[src/rtl/regfile_pkg.sv]
// ---------------------------------------------------------------------------
// regfile_pkg
// Shared definitions for the register-file write-back path.
//   WIDTH_DEFAULT : default register/data width
//   VSEL_*        : write-back source select encodings
//   q_state_t     : write-queue occupancy state (value equals entry count)
//   wq_entry_t    : queue entry {num, data} at the default width
// Optional feature macro used by the top: REGFILE_WR_BYPASS_EN.
// ---------------------------------------------------------------------------
package regfile_pkg;

    localparam int WIDTH_DEFAULT = 16;

    localparam logic [1:0] VSEL_C     = 2'b00;
    localparam logic [1:0] VSEL_PC    = 2'b01;
    localparam logic [1:0] VSEL_IMM   = 2'b10;
    localparam logic [1:0] VSEL_MDATA = 2'b11;

    typedef enum logic [1:0] {
        Q_EMPTY = 2'd0,
        Q_ONE   = 2'd1,
        Q_FULL  = 2'd2
    } q_state_t;

    typedef struct packed {
        logic [2:0]               num;
        logic [WIDTH_DEFAULT-1:0] data;
    } wq_entry_t;

endpackage

[src/rtl/regfile_wq.sv]
// ---------------------------------------------------------------------------
// regfile_wq
// Two-entry FIFO of pending register writes.
// Ports:
//   clk, resetn             : clock, asynchronous active-low reset
//   push, push_num/data     : enqueue request and entry (ignored when FULL)
//   pop                     : dequeue head (ignored when EMPTY)
//   state                   : occupancy (Q_EMPTY / Q_ONE / Q_FULL)
//   head_num/data           : oldest entry
//   tail_num/data           : youngest entry (same as head in Q_ONE)
// ---------------------------------------------------------------------------
module regfile_wq
    import regfile_pkg::*;
#(
    parameter int WIDTH = WIDTH_DEFAULT
) (
    input  logic             clk,
    input  logic             resetn,
    input  logic             push,
    input  logic [2:0]       push_num,
    input  logic [WIDTH-1:0] push_data,
    input  logic             pop,
    output q_state_t         state,
    output logic [2:0]       head_num,
    output logic [WIDTH-1:0] head_data,
    output logic [2:0]       tail_num,
    output logic [WIDTH-1:0] tail_data
);

    q_state_t         state_reg, state_next;
    logic [2:0]       slot0_num_reg, slot1_num_reg;
    logic [WIDTH-1:0] slot0_data_reg, slot1_data_reg;

    logic do_push, do_pop;
    logic load0_in, load0_shift, load1_in;

    assign do_push = push && (state_reg != Q_FULL);
    assign do_pop  = pop && (state_reg != Q_EMPTY);

    always_comb begin
        state_next  = state_reg;
        load0_in    = 1'b0;
        load0_shift = 1'b0;
        load1_in    = 1'b0;
        unique case (state_reg)
            Q_EMPTY: begin
                if (do_push) begin
                    load0_in   = 1'b1;
                    state_next = Q_ONE;
                end
            end
            Q_ONE: begin
                unique case ({do_push, do_pop})
                    // Head leaves and the new entry becomes the sole head.
                    2'b11: load0_in = 1'b1;
                    2'b10: begin
                        load1_in   = 1'b1;
                        state_next = Q_FULL;
                    end
                    2'b01: state_next = Q_EMPTY;
                    default: ;
                endcase
            end
            Q_FULL: begin
                if (do_pop) begin
                    load0_shift = 1'b1;
                    state_next  = Q_ONE;
                end
            end
            default: state_next = Q_EMPTY;
        endcase
    end

    always_ff @(posedge clk or negedge resetn) begin
        if (!resetn) begin
            state_reg      <= Q_EMPTY;
            slot0_num_reg  <= '0;
            slot0_data_reg <= '0;
            slot1_num_reg  <= '0;
            slot1_data_reg <= '0;
        end else begin
            state_reg <= state_next;
            if (load0_in) begin
                slot0_num_reg  <= push_num;
                slot0_data_reg <= push_data;
            end else if (load0_shift) begin
                slot0_num_reg  <= slot1_num_reg;
                slot0_data_reg <= slot1_data_reg;
            end
            if (load1_in) begin
                slot1_num_reg  <= push_num;
                slot1_data_reg <= push_data;
            end
        end
    end

    assign state     = state_reg;
    assign head_num  = slot0_num_reg;
    assign head_data = slot0_data_reg;
    assign tail_num  = (state_reg == Q_FULL) ? slot1_num_reg  : slot0_num_reg;
    assign tail_data = (state_reg == Q_FULL) ? slot1_data_reg : slot0_data_reg;

endmodule

[src/rtl/regfile_write.sv]
// ---------------------------------------------------------------------------
// regfile_write
// Write-back side of the 8 x WIDTH register file: selects the write-back
// value, queues up to two writes and commits one per cycle unless held.
// Ports:
//   clk, resetn         : clock, asynchronous active-low reset
//   write, writenum     : write request and destination register
//   vsel                : source select (c_in / pc / imm8 / mdata)
//   c_in, pc, imm8, mdata : candidate write-back sources
//   hold                : suppress commits this cycle
//   wr_ready, pending   : queue not full / queue not empty
//   regs                : flat register bus, reg i at [i*WIDTH +: WIDTH]
//   rd_num, rd_data     : forwarding read port (REGFILE_WR_BYPASS_EN only)
// Optional feature macro: REGFILE_WR_BYPASS_EN.
// ---------------------------------------------------------------------------
module regfile_write
    import regfile_pkg::*;
#(
    parameter int WIDTH = WIDTH_DEFAULT
) (
    input  logic               clk,
    input  logic               resetn,
    input  logic               write,
    input  logic [2:0]         writenum,
    input  logic [1:0]         vsel,
    input  logic [WIDTH-1:0]   c_in,
    input  logic [7:0]         pc,
    input  logic [7:0]         imm8,
    input  logic [WIDTH-1:0]   mdata,
    input  logic               hold,
`ifdef REGFILE_WR_BYPASS_EN
    input  logic [2:0]         rd_num,
    output logic [WIDTH-1:0]   rd_data,
`endif
    output logic               wr_ready,
    output logic               pending,
    output logic [8*WIDTH-1:0] regs
);

    q_state_t         q_state;
    logic [2:0]       head_num;
    logic [WIDTH-1:0] head_data;
`ifdef REGFILE_WR_BYPASS_EN
    logic [2:0]       tail_num;
    logic [WIDTH-1:0] tail_data;
`endif
    logic [WIDTH-1:0] wb_data;
    logic             accept;
    logic             commit;
    logic [WIDTH-1:0] regs_reg [8];

    always_comb begin
        wb_data = c_in;
        unique case (vsel)
            VSEL_C:     wb_data = c_in;
            VSEL_PC: begin
                wb_data      = '0;
                wb_data[7:0] = pc;
            end
            VSEL_IMM: begin
                // Fill with the sign bit first, then overlay the low byte;
                // this stays legal down to WIDTH == 8.
                wb_data      = {WIDTH{imm8[7]}};
                wb_data[7:0] = imm8;
            end
            VSEL_MDATA: wb_data = mdata;
            default:    wb_data = c_in;
        endcase
    end

    // wr_ready comes only from registered queue state, so a FULL queue
    // refuses a push even on a cycle where it also commits.
    assign wr_ready = (q_state != Q_FULL);
    assign pending  = (q_state != Q_EMPTY);
    assign accept   = write && wr_ready;
    assign commit   = !hold && (q_state != Q_EMPTY);

    regfile_wq #(
        .WIDTH(WIDTH)
    ) u_wq (
        .clk       (clk),
        .resetn    (resetn),
        .push      (accept),
        .push_num  (writenum),
        .push_data (wb_data),
        .pop       (commit),
        .state     (q_state),
        .head_num  (head_num),
        .head_data (head_data),
`ifdef REGFILE_WR_BYPASS_EN
        .tail_num  (tail_num),
        .tail_data (tail_data)
`else
        .tail_num  (),
        .tail_data ()
`endif
    );

    always_ff @(posedge clk or negedge resetn) begin
        if (!resetn) begin
            for (int i = 0; i < 8; i++) begin
                regs_reg[i] <= '0;
            end
        end else if (commit) begin
            regs_reg[head_num] <= head_data;
        end
    end

    for (genvar gi = 0; gi < 8; gi++) begin : g_regs_out
        assign regs[gi*WIDTH +: WIDTH] = regs_reg[gi];
    end

`ifdef REGFILE_WR_BYPASS_EN
    // Youngest matching queued entry wins: tail overrides head, head
    // overrides the committed value.
    always_comb begin
        rd_data = regs_reg[rd_num];
        if ((q_state != Q_EMPTY) && (head_num == rd_num)) begin
            rd_data = head_data;
        end
        if ((q_state == Q_FULL) && (tail_num == rd_num)) begin
            rd_data = tail_data;
        end
    end
`endif

endmodule

[config.mk]
export PLATFORM = sky130hd
export DESIGN_NAME = regfile_write
export DESIGN_NICKNAME = d
export VERILOG_FILES = /design/src/rtl/regfile_pkg.sv /design/src/rtl/regfile_wq.sv /design/src/rtl/regfile_write.sv
export SDC_FILE = /design/constraint.sdc
export NUM_CORES = 1
export LEC_CHECK = 0
export CORE_MARGIN = 3
export CORE_UTILIZATION = 35
export CTS_CLUSTER_DIAMETER = 200
export CTS_CLUSTER_SIZE = 30
export DETAILED_ROUTE_END_ITERATION = 7
export GPL_TIMING_DRIVEN = 0
export HOLD_SLACK_MARGIN = 0.03
export PLACE_DENSITY = 0.59
export SLEW_MARGIN = 20
export SYNTH_ARGS = -nofsm -noshare
export SYNTH_HDL_FRONTEND = slang
export SYNTH_SLANG_ARGS = --single-unit
[constraint.sdc]
create_clock -name clk -period 3.7 [get_ports clk]
set_input_delay 0.74 -clock clk [delete_from_list [all_inputs] [get_ports clk]]
set_output_delay 0.74 -clock clk [all_outputs]
set_load 0.02 [all_outputs]
==> metrics.md, run 1 <==
| Metric | Value |
|---|---|
| DRT Pass-1 Iters | 4 |
| Synth unique cells | 31 |
| Worst Setup Slack, final | roughly 1.2 ns |
| Final setup violation count | 0 |
| R2R cell count | 6 |
| Starting Density | 0.364 |
| Core box area | around 19000 sq um |
| Maximum number of pins on one net before global-route repair | approximately 100 |
| Maxcap violations | 0 |
| IO buf count | ~180 |
| Worst hold path class | input port to asynchronous set/reset pin |
| Setup TNS | 0 ns |
| Setup Skew | 0.0112 ns |
| Post-CTS Resized | 0 |
| Async set or reset register ratio after synthesis | 1.00 |
| IO Pins | between 150 and 200 |
| PwrDens | 861 nW/um^2 |
| Sink Count | approximately 170 |
| Final slew viol count | 0 |
| Startpoint Class | register |
| Vias per cell | ~4.8 |
| Total power draw | approximately 8.4 mW |
| Chip height | about 150 um |
| Clock transition at path regs | ~0.060 ns |
| Area of the multi-input gates | 2590 sq um |
| Fillers | ~1600 |
| Clock latency at the later pin of the worst-skew pair | 0.42 ns |
| Syn Std Cell Area | ~6900 sq um |
| Max frequency | just under 0.4 GHz |
| Final net count | 695 |
| Worst ir drop on vdd | about 0.33 mV |
| Root Buffer | clkbuf_16 |
| Synth Net Count | just under 500 |
| Iter 0 DRT Violations | roughly 140 |
| M2 GR Usage | 0.252 |
| Post-CTS Hold Buffers | 0 |
| Total CTS buffers | 17 |
| Slew @ Worst Pin | a little over 0.5 ns |
| Crit Path Category | register to primary output |
| Grt peak-use layer | met2 |
| Sequential cell area fraction in the yosys report | 0.605 |
| Synth Area per Inst | 15.9 sq um |
| Grt ovf | 0 |
| WL per Instance | ~18 um |
| Fin crit share | 0.684 |
| Crit path capture type | primary output |
| Gp weighted congestion | approximately 0.73 |
| Yosys warnings | 0 |
| Met1 GRT Util | 0.201 |
| DIE AREA | 21600 sq um |
| EDFF count, synth | 0 |
| HPWL after DPL | between 10 and 15 mm |
| Final Critical Period | ~2.5 ns |
| Postcts setup bufs | 0 |
| CTS max path bufs | 2 |
| Chip width | between 100 and 150 um |
| Ant. Diodes | 0 |
| Drt drc | 0 |
| Vias in the first global route | 4626 |
| Layout cells sized above 1 | 0.346 |
| DR vias | about 4300 |
| RSZ-0062 raised after global routing | false |
| GRT Total Usage | 0.154 |
| Post-layout util | 0.509 |
| Antenna violations before repair | 0 |
| Synth Instances | between 400 and 500 |
| Reg area | 4200 sq um |
| Max FFs per register | ~130 |
| WHS | 0.255 ns |
| Slew margin rel. | 0.661 |
| Met3 Use GR | 0.0361 |
| Status | completed |
| Total Wirelength | between 15 and 20 mm |
| Ys flop type | dfrtp_1 |
| Fin. Hold Viols | 0 |
| Req. time, crit path | approximately 3.0 ns |
| Area Growth Syn to Fin | 39.7% |
| Post-route ant nets | 0 |
| Crit path DAT | between 1.5 and 2 ns |
| Global-route wire length before repair | 26.2 mm |
| Num rows | 50 |
| Pre-CTS WS | about 1.1 ns |
| CTS tree | yes |
| CTS H-Tree Depth | 4 |
| Flops & latches, synth | 168 |
| CP max FO | 9 |
| Leakage Power | 4.21 nW |
==> worst max-delay path, cell delays in order, from the launching register on <==
cell	delay (ns)
dfrtp_1	0.35
buf_2	0.17
or2_2	0.29
clkdlybuf4s50_1	0.56
==> report_power, final <==
| part | leakage (nW) | switching (mW) | total [mW] | internal (mW) |
|---|---|---|---|---|
| Clock | 0.280 | 0.704 | 1.73 | 1.03 |
| Combinational | 1.84 | 1.53 | 3.37 | 1.85 |
| Sequential | 2.09 | 0.607 | 3.25 | 2.64 |
| Total | 4.21 | 2.84 | 8.36 | 5.52 |
==> layer usage <==
layer  routed length [um]  part of all wire  vias to the layer above
li1                     -                 -                     1993
met1                 7400              0.45                     2188
met2                 7890              0.48                      122
met3                  715             0.044                       20
met4                  350             0.021                        0
met5                    0                 0                        -
==> final timing paths <==
kind / slack, ns / endpoint / from
setup / recovery: 1.17 / pending / u_wq.state[0]
hold / removal: 0.25 / regs[115] / resetn
setup reg to reg: 1.86 / u_wq.head_data[6] / u_wq.state[0]
hold reg to reg: 0.48 / regs[123] / regs[123]
max in group asynchronous: 2.59 / regs[47] / resetn
min in group clk: 0.48 / regs[123] / regs[123]
==> metrics by stage <==
stage	instance area, sq um	instances
floorplan	6950	436
global placement	9090	878
detailed placement	9130	879
CTS	9710	910
global route	9710	910
finish	9710	910
==> cells in the mapped netlist, types with 2 or more instances <==
master | n | area share
o21ai_0 | 8 | 0.0058
mux2_1 | 6 | 0.0097
mux2i_1 | 24 | 0.035
buf_6 | 5 | 0.0081
buf_2 | 10 | 0.0072
a2bb2oi_1 | 8 | 0.010
dfrtp_1 | 168 | 0.61
nor2b_1 | 2 | 0.0018
buf_4 | 4 | 0.0043
mux2_2 | 156 | 0.25
clkbuf_1 | 3 | 0.0016
nand2_1 | 14 | 0.0076
mux4_2 | 8 | 0.026
nand3_2 | 2 | 0.0029
nand2_2 | 2 | 0.0018
==> final cells by class <==
cell class / instances / area share
clock inverters: 10 / 0.0124
plain buffers: 23 / 0.0156
flip-flops and latches: 168 / 0.433
inverters: 1 / 0.000387
multi-input cells: 244 / 0.267
repair buffers: 183 / 0.191
well taps: 260 / 0.0335
clock buffers: 21 / 0.0474
==> layout by cell type, fill, tap and decap left out, types with 3 or more instances in the layout <==
cell type | netlist | layout
clkdlybuf4s50_1 | 0 | 181
clkbuf_16 | 0 | 17
buf_6 | 5 | 5
mux2_1 | 6 | 6
mux2_2 | 156 | 156
nand2_1 | 14 | 14
dfrtp_1 | 168 | 168
o21ai_0 | 8 | 8
buf_2 | 10 | 10
mux2i_1 | 24 | 24
clkinv_4 | 0 | 3
clkbuf_1 | 3 | 5
a2bb2oi_1 | 8 | 8
buf_4 | 4 | 4
mux4_2 | 8 | 8
==> kinds of logic (layout without fill, tap and decap cells) <==
kind of cell           Yosys count  count (layout)  share of synthesized area
AOI/OAI and AO/OA               21              21                     0.0211
and+or+nand+nor                 29              29                     0.0285
buffers and inverters           24             238                     0.0223
muxes                          194             194                      0.323
DFF                            168             168                      0.605
Power figures use the tool's default switching activity.
==> run 2, diff against run 1 <==
- PLACE_DENSITY: 0.59 -> 0.61
- clock period: 3.7 -> 2.28 ns (I/O delays scaled with it)
==> metrics.md, run 2 (same netlist as run 1, synthesis figures left out) <==
| Metric | Value |
|---|---|
| Maxcap violations | 0 (unchanged) |
| Final net count | 695 (unchanged) |
| Pre-CTS WS | -0.0599 ns (-1.16 ns) |
| R2R cell count | 6 (unchanged) |
| Final Critical Period | about 2.2 ns |
| Clock latency at the later pin of the worst-skew pair | 0.42 ns (about the same) |
| HPWL after DPL | 12.5 mm (+0.96%) |
| CTS max path bufs | 2 (unchanged) |
| RR Endpoint | u_wq.head_data[6] |
| Layout cells sized above 1 | 0.344 (-0.00207) |
| Clock transition at path regs | 0.06 ns (about the same) |
| Slew @ Worst Pin | 0.657 ns (+0.149 ns) |
| Final slew viol count | 0 (unchanged) |
| Final setup violation count | 0 (unchanged) |
| Crit Path Category | register to primary output |
| Chip height | 147 um (unchanged) |
| Maximum number of pins on one net before global-route repair | 86 (-17%) |
| Reg2reg start | u_wq.state[0] |
| Layout Cells excl Fill | 911 (+0.11%) |
| Worst hold path class | input port to asynchronous set/reset pin |
| Leakage Power | 4.24 nW (+0.70%) |
| WL per Instance | 18.2 um (+1.1%) |
| Sink Count | 168 (unchanged) |
| Worst Setup Slack, final | 0.120 ns (-1.05 ns) |
| Area Growth Syn to Fin | 40.3% |
| CTS tree | yes |
| Ant. Diodes | 0 (unchanged) |
| CTS H-Tree Depth | 4 (unchanged) |
| Starting Density | 0.364 (unchanged) |
| Vias in the first global route | 4781 (+3.4%) |
| Chip width | 147 um (unchanged) |
| DIE AREA | 21600 sq um (unchanged) |
| Gp weighted congestion | 0.722 (-1.7%) |
| DP Area | 9130 sq um (unchanged) |
| Num rows | 50 (unchanged) |
| IO Pins | 187 (unchanged) |
| DR vias | 4379 (+1.3%) |
| RSZ-0062 raised after global routing | false |
| Design area | 9750 sq um (+0.44%) |
| Placed Cells | 879 (unchanged) |
| Core box area | 19100 sq um (unchanged) |
| Total power draw | 13.7 mW (+64%) |
| Setup Skew | 0.00839 ns (-0.00280 ns) |
| Post-route ant nets | 0 (unchanged) |
| Fin. Hold Viols | 0 (unchanged) |
| Startpoint Class | register |
| Iter 0 DRT Violations | 168 (+24%) |
| Most frequent cells in the layout | clkdlybuf4s50_1 (180), dfrtp_1 (168), mux2_2 (156), mux2i_1 (24), clkbuf_16 (17) |
| Post-CTS Hold Buffers | 0 (unchanged) |
| Grt ovf | 0 (unchanged) |
| Vias per cell | 4.81 (+1.2%) |
| IO buf count | 182 (unchanged) |
| Root Buffer | clkbuf_16 |
| Crit path capture | wr_ready |
| Status | completed |
| Antenna violations before repair | 0 (unchanged) |
| Fin crit share | 0.947 |
| CP max FO | 9 (unchanged) |
| R2R setup slack | 0.42 ns (-1.44 ns) |
| Crit path capture type | primary output |
| Crit path DAT | 1.70 ns (-0.09 ns) |
| Max FFs per register | 128 (unchanged) |
| Worst ir drop on vdd | 0.405 mV (+22%) |
| Commonest non-fill, non-tap cell in the layout | clkdlybuf4s50_1 |
| DRT Pass-1 Iters | 4 (unchanged) |
| Max frequency | between 0.4 and 0.5 GHz |
| Total Wirelength | 16.6 mm (+1.2%) |
| Critical Path Source | u_wq.state[0] |
| PwrDens | 1410 nW/um^2 (+64%) |
| GRT Total Usage | 0.159 (+0.00411) |
| Total CTS buffers | 17 (unchanged) |
| Drt drc | 0 (unchanged) |
| Global-route wire length before repair | 27.0 mm (+3.2%) |
| Req. time, crit path | 1.82 ns (-1.14 ns) |
| Slew margin rel. | 0.562 (-0.0993) |
| Setup TNS | 0 ns (unchanged) |
-- run 2: cell count changes in the layout (fill, tap and decap cells not counted), sizes merged --
| cell | change |
|---|---|
| clkbuf | +5 |
| clkdlybuf4s50 | -1 |
| dlymetal6s2s | +1 |
| clkinv | -3 |
| bufinv | +1 |
| inv | -1 |
| clkinvlp | -1 |
-- run 2: through the flow --
step / hold WS (ns) / util
global placement: 0.461 / 0.477
floorplan: 0.160 / -
finish: 0.0177 / 0.511
CTS: 0.0453 / 0.511
global route: 0.0599 / 0.511
detailed placement: 0.470 / 0.478
-- run 2: how the worst min path moves through the flow --
stage                                    to  slack (ns)  cells after the start
finish                             regs[73]        0.02                      1
global route                        regs[9]        0.06                      1
CTS                                regs[89]        0.05                      1
detailed placement  u_wq.slot1_data_reg[13]        0.47                      2
global placement    u_wq.slot1_data_reg[14]        0.46                      2
floorplan                           regs[0]        0.16                      0
-- run 2: per-layer routing --
layer  GRT usage  vias to the layer above  routed length, um
li1            -                     1986                  -
met1       0.207                     2247               7330
met2       0.267                      127               8260
met3      0.0287                       19                666
met4      0.0550                        0                292
met5           0                        -                  0
-- run 2: repair_timing --
action,4_1_cts,5_1_grt
setup buffers,0,0
setup endpoints to repair,0,1
gates resized for setup,0,1
-- run 2: area by class of cell --
cell class / instances / area [sq um]
buffer: 23 / 151
clock buffer: 26 / 509
clock inverter: 6 / 111
fill: 1609 / 9330
inverter: 1 / 3.75
multi-input combinational: 244 / 2590
sequential: 168 / 4200
tap: 260 / 325
timing repair buffer: 183 / 1860
-- run 2: power breakdown --
group          internal (mW)  total, mW  leakage [nW]  switching (mW)
Combinational           3.00       5.50          1.85            2.50
Clock                   1.87       2.97         0.301            1.10
Sequential              4.29       5.27          2.09           0.978
-- run 2: critical path, cell delays in order (launching register included) --
cell and delay (ns):
dfrtp_1 0.31, buf_2 0.18, inv_1 0.08, nand2_1 0.09, clkdlybuf4s50_1 0.64
==> run 3, diff against run 2 <==
- CORE_ASPECT_RATIO: unset -> 2
==> metrics.md, run 3 (same netlist as run 1, synthesis figures left out) <==
| Metric | Value |
|---|---|
| Status | completed |
| Layout cells sized above 1 | 0.348 (+0.00407) |
| Total power draw | 13.6 mW (-1.2%) |
| Max FFs per register | 128 (unchanged) |
| Reg area | 4200 sq um (unchanged) |
| CP Buf/Inv Count | 3 (unchanged) |
| Root Buffer | clkbuf_16 |
| Max frequency | 0.466 GHz (+0.60%) |
| Chip height | 205 um (+40%) |
| Reg2reg start | u_wq.state[0] |
| Most frequent cells in the layout | clkdlybuf4s50_1 (180), dfrtp_1 (168), mux2_2 (156), mux2i_1 (24), clkbuf_16 (17) |
| CTS max path bufs | 2 (unchanged) |
| Crit-path leading delay family | buffers and inverters |
| Drt drc | 0 (unchanged) |
| Commonest non-fill, non-tap cell in the layout | clkdlybuf4s50_1 |
| Placed Cells | 878 (-0.11%) |
| WHS | 0.372 ns (+0.354 ns) |
| Core box area | 19500 sq um (+2.0%) |
| Hold path endpoint | u_wq.state[0] |
| Crit Path Category | register to primary output |
| Clock latency at the later pin of the worst-skew pair | 0.42 ns (about the same) |
| DRT Pass-1 Iters | 4 (unchanged) |
| Total Wirelength | 18.0 mm (+8.8%) |
| Worst Min Path Start | hold |
| Area Growth Syn to Fin | 39.6% |
| Vias in the first global route | 4843 (+1.3%) |
| Leakage Power | 4.19 nW (-1.2%) |
| Area of the multi-input gates | 2590 sq um (unchanged) |
| IO buf count | 182 (unchanged) |
| DR vias | 4430 (+1.2%) |
| Hold path depth | 2 |
| HPWL after DPL | 13.5 mm (+8.1%) |
| Final slew viol count | 0 (unchanged) |
| RSZ-0062 raised after global routing | false |
| Gp weighted congestion | 0.729 (+0.91%) |
| Antenna violations before repair | 0 (unchanged) |
| CTS H-Tree Depth | 4 (unchanged) |
| Slew @ Worst Pin | 0.586 ns (-0.0712 ns) |
| PwrDens | 1400 nW/um^2 (-0.71%) |
| Layout Cells excl Fill | 911 (unchanged) |
| R2R cell count | 6 (unchanged) |
| IO Pins | 187 (unchanged) |
| Setup Skew | 0.00851 ns (+0.000119 ns) |
| Fin crit share | 0.942 (-0.00564) |
| Final setup violation count | 0 (unchanged) |
| CP cell instances | buf_2 > inv_1 > nand2_1 > clkdlybuf4s50_1 |
| Worst ir drop on vdd | 0.683 mV (+68%) |
| Chip width | 106 um (-28%) |
| Iter 0 DRT Violations | 107 (-36%) |
| Metal3 WL | 589 um (-12%) |
| CTS tree | yes |
| Slew margin rel. | 0.609 (+0.0475) |
| Final Critical Period | 2.15 ns (-0.0129 ns) |
| Slowest stage delay, CP | 0.61 ns (-0.03 ns) |
| Crit path DAT | 1.69 ns (about the same) |
| Num rows | 72 (+44%) |
| Vias per cell | 4.86 (+1.2%) |
| RR Endpoint | u_wq.head_data[6] |
| Total CTS buffers | 17 (unchanged) |
| Sink Count | 168 (unchanged) |
| Final net count | 696 (+0.14%) |
| CP max FO | 9 (unchanged) |
| Ant. Diodes | 0 (unchanged) |
| Fin. Hold Viols | 0 (unchanged) |
| WL met1 | 6.13 mm (-16%) |
| Wire length on met2 | 10.8 mm (+31%) |
| Global-route wire length before repair | 28.2 mm (+4.3%) |
| Crit path capture type | primary output |
| R2R setup slack | 0.38 ns (-0.04 ns) |
| Post-route ant nets | 0 (unchanged) |
| Top sig layer | met4 |
| Startpoint Class | register |
| Starting Density | 0.357 (-0.00707) |
| DIE AREA | 21700 sq um (+0.47%) |
| Maximum number of pins on one net before global-route repair | 94 (+9.3%) |
| Worst hold path class | input port to register |
| Slowest cell on the critical path | clkdlybuf4s50_1 |
| GRT Total Usage | 0.174 (+0.0153) |
| Maxcap violations | 0 (unchanged) |
| Req. time, crit path | 1.82 ns (about the same) |
| WL per Instance | 19.8 um (+8.8%) |
| Clock transition at path regs | 0.07 ns (about the same) |
| Grt ovf | 0 (unchanged) |
| Fillers | 1781 (+11%) |
## run 3: stage by stage
stage	TNS [ns]	setup WS, ns	utilization	cell area [sq um]
after global placement	-983.25	-5.87	0.467	9090
after global routing	0	0.0114	0.499	9700
final	0	0.133	0.499	9700
after floorplan	0	0.409	-	6950
after CTS	0	0.102	0.499	9700
after detailed placement	-0.101	-0.0506	0.469	9130
## run 3: worst register-to-register path: cells and delay by family, from the launching register on
kind          cells  cell delay, ns
buf+inv           3            0.57
flops             1            0.36
mux               2            0.61
simple gates      1            0.27
## run 3: cell type report
cell class                 count  area share
timing repair buffer         184       0.192
multi-input combinational    244       0.267
buffer                        23      0.0156
clock buffer                  19      0.0457
tap                          259      0.0334
sequential                   168       0.433
clock inverter                13      0.0126
inverter                       1    0.000387
## run 3: worst max path at each step
stage	from	end	depth (start not counted)
2_1_floorplan	hold	u_wq.head_data[6]	6
3_3_place_gp	resetn	regs[54]	1
3_5_place_dp	write	u_wq.head_data[7]	5
4_1_cts	u_wq.state[0]	wr_ready	4
5_1_grt	u_wq.state[0]	wr_ready	4
6_report	u_wq.state[0]	wr_ready	4
## run 3: what timing repair did
action                                 in CTS  in global routing
hold buffers                                1                  0
gates resized for setup                     1                  0
setup buffers                               0                  0
setup endpoints to repair                   1                  0
endpoints found under the hold margin      68                  0
## run 3: power by group
group / leakage (nW) / internal (mW) / switching, mW / total [mW]
logic: 1.84 / 3.00 / 2.50 / 5.50
clock network: 0.255 / 1.54 / 1.20 / 2.74
registers: 2.09 / 4.29 / 1.04 / 5.33
total: 4.19 / 8.82 / 4.74 / 13.6
## run 3: metal layers
layer | GRT usage | up-vias
met2 | 0.341 | 109
li1 | - | 1991
met4 | 0.0746 | 0
met1 | 0.172 | 2307
met5 | 0 | -
met3 | 0.0364 | 23
